**config.mk**
```make
export PLATFORM = sky130hd
export DESIGN_NAME = mem_port_arbiter
export DESIGN_NICKNAME = d
export VERILOG_FILES = /design/src/rtl/mem_port_arbiter.sv
export SDC_FILE = /design/constraint.sdc
export NUM_CORES = 1
export LEC_CHECK = 0
export CAP_MARGIN = 10
export CORE_ASPECT_RATIO = 1.2
export CORE_MARGIN = 2
export CORE_UTILIZATION = 38
export CTS_CLUSTER_DIAMETER = 120
export DETAILED_ROUTE_END_ITERATION = 16
export GPL_ROUTABILITY_DRIVEN = 1
export PLACE_DENSITY = 0.84
export SLEW_MARGIN = 20
export SYNTH_ARGS = -nofsm -noshare
export SYNTH_HDL_FRONTEND = slang
export SYNTH_SLANG_ARGS = --single-unit
```
**constraint.sdc**
```tcl
create_clock -name i_clk -period 1.8 [get_ports i_clk]
set_input_delay 0.18 -clock i_clk [delete_from_list [all_inputs] [get_ports i_clk]]
set_output_delay 0.18 -clock i_clk [all_outputs]
set_load 0.01 [all_outputs]
```
**src/rtl/mem_port_arbiter.sv**
```systemverilog
// Shares one memory port between IF and MEM; MEM wins ties until IF has lost MAX_MEM_STREAK grants in a row.
// Bus request is registered one cycle after arbitration; ready pulses one cycle after i_bus_ready; requesters stall until ready.
module mem_port_arbiter #(
  parameter int DATA_W         = 32,
  parameter int MAX_MEM_STREAK = 4
) (
  input  logic              i_clk,
  input  logic              i_rst_n,
  input  logic              i_if_req,
  input  logic [DATA_W-1:0] i_if_addr,
  output logic [DATA_W-1:0] o_if_rdata,
  output logic              o_if_ready,
  input  logic              i_mem_req,
  input  logic              i_mem_we,
  input  logic [DATA_W-1:0] i_mem_addr,
  input  logic [DATA_W-1:0] i_mem_wdata,
  output logic [DATA_W-1:0] o_mem_rdata,
  output logic              o_mem_ready,
  output logic              o_bus_valid,
  output logic              o_bus_we,
  output logic [DATA_W-1:0] o_bus_addr,
  output logic [DATA_W-1:0] o_bus_wdata,
  input  logic              i_bus_ready,
  input  logic [DATA_W-1:0] i_bus_rdata,
  output logic              o_stall_if,
  output logic              o_stall_mem
);

  localparam int                  STREAK_W   = $clog2(MAX_MEM_STREAK + 1);
  localparam logic [STREAK_W-1:0] STREAK_MAX = STREAK_W'(MAX_MEM_STREAK);

  typedef enum logic [1:0] {IDLE, BUSY_IF, BUSY_MEM} state_t;

  state_t              state_q, state_d;
  logic [STREAK_W-1:0] streak_q, streak_d;
  logic                bus_valid_q, bus_valid_d;
  logic                bus_we_q, bus_we_d;
  logic [DATA_W-1:0]   bus_addr_q, bus_addr_d;
  logic [DATA_W-1:0]   bus_wdata_q, bus_wdata_d;
  logic [DATA_W-1:0]   if_rdata_q, if_rdata_d;
  logic [DATA_W-1:0]   mem_rdata_q, mem_rdata_d;
  logic                if_ready_q, if_ready_d;
  logic                mem_ready_q, mem_ready_d;

  logic if_vld, mem_vld, streak_full, grant_if, grant_mem;

  always_comb begin
    state_d     = state_q;
    streak_d    = streak_q;
    bus_valid_d = bus_valid_q;
    bus_we_d    = bus_we_q;
    bus_addr_d  = bus_addr_q;
    bus_wdata_d = bus_wdata_q;
    if_rdata_d  = if_rdata_q;
    mem_rdata_d = mem_rdata_q;
    if_ready_d  = 1'b0;
    mem_ready_d = 1'b0;

    // A requester still holding req during its own ready pulse is not a new request.
    if_vld      = i_if_req & ~if_ready_q;
    mem_vld     = i_mem_req & ~mem_ready_q;
    streak_full = (streak_q == STREAK_MAX);
    grant_mem   = 1'b0;
    grant_if    = 1'b0;

    case (state_q)
      IDLE: begin
        grant_mem = mem_vld & ~(if_vld & streak_full);
        grant_if  = if_vld & ~grant_mem;
        if (grant_mem) begin
          state_d     = BUSY_MEM;
          bus_valid_d = 1'b1;
          bus_we_d    = i_mem_we;
          bus_addr_d  = i_mem_addr;
          bus_wdata_d = i_mem_wdata;
          if (if_vld) begin
            streak_d = streak_full ? streak_q : streak_q + STREAK_W'(1);
          end else begin
            streak_d = '0;
          end
        end else if (grant_if) begin
          state_d     = BUSY_IF;
          bus_valid_d = 1'b1;
          bus_we_d    = 1'b0;
          bus_addr_d  = i_if_addr;
          streak_d    = '0;
        end
      end
      BUSY_IF: begin
        if (i_bus_ready) begin
          state_d     = IDLE;
          bus_valid_d = 1'b0;
          if_rdata_d  = i_bus_rdata;
          if_ready_d  = 1'b1;
        end
      end
      BUSY_MEM: begin
        if (i_bus_ready) begin
          state_d     = IDLE;
          bus_valid_d = 1'b0;
          mem_ready_d = 1'b1;
          if (!bus_we_q) begin
            mem_rdata_d = i_bus_rdata;
          end
        end
      end
      default: state_d = IDLE;
    endcase
  end

  always_ff @(posedge i_clk or negedge i_rst_n) begin
    if (!i_rst_n) begin
      state_q     <= IDLE;
      streak_q    <= '0;
      bus_valid_q <= 1'b0;
      bus_we_q    <= 1'b0;
      bus_addr_q  <= '0;
      bus_wdata_q <= '0;
      if_rdata_q  <= '0;
      mem_rdata_q <= '0;
      if_ready_q  <= 1'b0;
      mem_ready_q <= 1'b0;
    end else begin
      state_q     <= state_d;
      streak_q    <= streak_d;
      bus_valid_q <= bus_valid_d;
      bus_we_q    <= bus_we_d;
      bus_addr_q  <= bus_addr_d;
      bus_wdata_q <= bus_wdata_d;
      if_rdata_q  <= if_rdata_d;
      mem_rdata_q <= mem_rdata_d;
      if_ready_q  <= if_ready_d;
      mem_ready_q <= mem_ready_d;
    end
  end

  assign o_bus_valid = bus_valid_q;
  assign o_bus_we    = bus_we_q;
  assign o_bus_addr  = bus_addr_q;
  assign o_bus_wdata = bus_wdata_q;
  assign o_if_rdata  = if_rdata_q;
  assign o_mem_rdata = mem_rdata_q;
  assign o_if_ready  = if_ready_q;
  assign o_mem_ready = mem_ready_q;
  assign o_stall_if  = i_if_req & ~if_ready_q;
  assign o_stall_mem = i_mem_req & ~mem_ready_q;

endmodule

```
==> results of run 1 <==
repair_timing:
action                                 4_1_cts  5_1_grt
pin swaps                                    1        2
gates resized for setup                      3       23
hold buffers                                 1        0
endpoints found under the hold margin       44        0
buffers inserted                             3        2
cloned                                       0        4
setup endpoints to repair                   35       35
kinds of logic (layout without fill, tap and decap cells):
kind of cell    count (synthesis)  in the layout  synth area share (%)
buf+inv                        81            372                  5.74
compound gates                107            107                  12.7
flops                         137            137                  56.4
simple gates                   49             49                  6.42
mux                            96             96                  17.8
fa+ha+maj                       5              5                  1.03
final cells by class:
| cell class | count | area [µm²] |
|---|---|---|
| fill | 1187 | 5680 |
| sequential | 137 | 3430 |
| timing repair buffer | 300 | 3110 |
| multi-input combinational | 257 | 2420 |
| clock buffer | 17 | 425 |
| tap | 208 | 260 |
| clock inverter | 15 | 165 |
| inverter | 40 | 151 |
synth_stat cells, types with 2 or more instances:
library cell and instances:
nand2b_1 4, clkbuf_1 22, a22oi_1 32, dfrtp_1 137, inv_1 38, buf_6 3
mux2_2 94, a221oi_1 32, buf_4 2, mux2_1 2, a32o_1 3, nand2_1 3
buf_1 3, o21ai_0 33, nor2_1 2, a22o_1 2, nor4_1 2, and3b_1 32
ha_1 5, buf_2 11
worst reg2reg max path, cell delays in order (launching register included):
cell and delay, ns:
dfrtp_1 0.34, inv_1 0.04, ha_2 0.18, and4b_2 0.24, nor3_4 0.23, buf_4 0.17
buf_12 0.13, mux2_2 0.34
registers in the layout, summed over array words and instances (netlist names):
name / flops
o_bus_wdata: 32
state_q: 2
o_if_rdata: 32
o_if_ready: 1
o_bus_addr: 32
o_bus_we: 1
o_mem_rdata: 32
o_mem_ready: 1
streak_q: 3
o_bus_valid: 1
metal layers:
metal | part of all wire (%) | GRT usage (%)
met5 | 0 | 0
met4 | 2.0 | 7.43
met3 | 8.0 | 7.33
met2 | 53 | 36.4
met1 | 37 | 23.1
worst min path at each step:
stage | from | endpoint | slack [ns] | depth (start not counted)
floorplan | i_rst_n | o_bus_addr[0]$_DFFE_PN0P_ | -0.12 | 0
global placement | i_rst_n | o_bus_wdata[3]$_DFFE_PN0P_ | 0.15 | 1
detailed placement | i_rst_n | o_bus_wdata[30]$_DFFE_PN0P_ | 0.16 | 1
CTS | i_rst_n | o_bus_wdata[30]$_DFFE_PN0P_ | 0.28 | 2
global route | i_rst_n | o_bus_wdata[3]$_DFFE_PN0P_ | 0.31 | 2
finish | i_rst_n | o_bus_wdata[30]$_DFFE_PN0P_ | 0.29 | 2
metrics by stage:
stage	setup slack, ns	hold slack, ns
floorplan	-0.0491	-0.116
global placement	-0.0801	0.148
detailed placement	-0.115	0.157
CTS	0.0203	0.283
global route	-0.0506	0.314
finish	0.0159	0.293
power by group:
group	switching (W)	internal [W]
sequential	0.000876	0.00463
clock	0.00135	0.00207
combinational	0.00318	0.00500
total	0.00541	0.0117
==> results by group, run 1 <==
Outcome
  • Status: finished, final reports clean

Placement
  • Cell Area, Placed: 9170 µm²
  • IO Port Bufs: 267
  • Post-Place Cells: 933
  • HPWL after DPL: 12,600 µm
  • Routability cong.: 0.855

Die
  • Core area: 15,600 µm²
  • Die width: 120 µm
  • IO Count: 268
  • Die area: 17,000 µm²
  • # rows: 50
  • Die H: 143 µm
  • Initial core utilization: 38.9%

Layout
  • Commonest non-fill, non-tap cell in the layout: clkdlybuf4s50_1
  • Post-layout util: 63.7%
  • Ant diodes: 0
  • Non-filler instance count after layout: 974
  • Commonest non-fill, non-tap cells in the layout: clkdlybuf4s50_1 (264), dfrtp_1 (137), mux2_2 (68), inv_1 (37), o21ai_0 (33)
  • Final #Nets: 892
  • Share of cells above drive strength 1: 22.1%
  • Final Cell Area: 9960 µm²
  • Area delta synth->final: 63.7%

Timing
  • Slew headroom: 67.8%
  • Setup Viol. Count Final: 0
  • Final hold vios: 0
  • Fin crit period: 1.78 ns
  • Final Max Tran Viols: 0
  • Final setup TNS: 0 ns
  • Final period util: 99.1%
  • Fmax: 561 MHz
  • Setup Skew: 0.00657 ns
  • RSZ-0062 raised after global routing: true
  • Worst Max-Slew Pin Slew: 0.483 ns

Critical path
  • CP cell instances: inv_1 -> ha_2 -> and4b_2 -> nor3_4 -> buf_4 -> buf_12 -> mux2_2
  • Worst endpoint data arrival time: 2.07 ns
  • CP Data Required Time: 2.09 ns
  • CP delay by family, top: simple AND/OR/NAND/NOR gates
  • FF-to-FF path depth: 7
  • Crit path max-delay cell type: dfrtp_1
  • Crit. End Element: flip-flop
  • Reg2Reg Capture Point: o_bus_wdata[23]$_DFFE_PN0P_
  • Buf+Inv Stages, Crit Path: 3
  • Worst Setup SP: streak_q[0]$_DFFE_PN0P_
  • Largest stage delay, worst path: 0.34 ns
  • CP endpoint: o_bus_wdata[23]$_DFFE_PN0P_
  • WP depth: 7
  • RR Startpoint: streak_q[0]$_DFFE_PN0P_
  • Startpoint Class: flip-flop
  • Crit-path max FO: 8
  • WS Path Type: reg -> reg
  • R2R setup slack: 0.02 ns

Drt
  • Final wirelength: 17,800 µm
  • Routed vias: 5,067
  • Antenna-violating nets left: 0
  • DRC errors left: 0
  • 1st-iter DRT viols: 240
  • Wire per inst: 18.3 µm
  • Vias/cell: 5.20
  • 1st-pass router iterations: 5

Clock network
  • H-tree levels: 4
  • Worst-path clk slew: 0.06 ns
  • Sink Count: 137
  • Cts bufs inserted: 17
  • CTS tree: built
  • Worst skew pair latency: 0.40 ns
  • Clock buffer depth: 2
  • Clock Root Buffer: clkbuf_16

GRT
  • Number of global-route vias before repair: 5,399
  • GRT Total Usage: 20.7%
  • Largest net degree at the start of global routing: 65
  • Initial antenna violation count: 0
  • Grt ovf: 0
  • First-pass GRT wire length: 27,700 µm

Logic synthesis
  • Gate count after technology mapping: 475
  • Top post-synthesis cells by area: dfrtp_1 (56%), mux2_2 (17%), a221oi_1 (4.6%)
  • Top FF cell, synth: dfrtp_1
  • Synth Cell Area: 6080 µm²
  • Post-synth cell types: 33
  • Flops & latches, synth: 137
  • Mean Syn Cell Area: 12.8 µm²
  • Synthesized Nets: 614
  • FFs w/ async S/R, synth: 100%
  • Register area share after synthesis: 56.4%
  • Area fraction of the dominant cell type after synthesis: 56.4%
  • EDFF count, synth: 0
  • Synth warnings: 0
  • Leading area contributor after synthesis: dfrtp_1

Pwr
  • Power Density: 1720 nW/µm²
  • Total power: 0.0171 W
  • Worst vdd ir: 0.00107 V
  • P_leak: 4.36 nW

Hold path
  • HP Class: in -> async

Run
  • Max Cap Viol: 0
No activity file was read; power rests on OpenSTA's default activity.
==> run 2: changes to the inputs <==
--- a/config.mk
+++ b/config.mk
@@ -5,7 +5,6 @@
 export SDC_FILE = /design/constraint.sdc
 export NUM_CORES = 1
 export LEC_CHECK = 0
-export CAP_MARGIN = 10
 export CORE_ASPECT_RATIO = 1.2
 export CORE_MARGIN = 2
 export CORE_UTILIZATION = 38
==> results of run 2 <==
Final layout, timing and power as in run 1 (identical DEF).
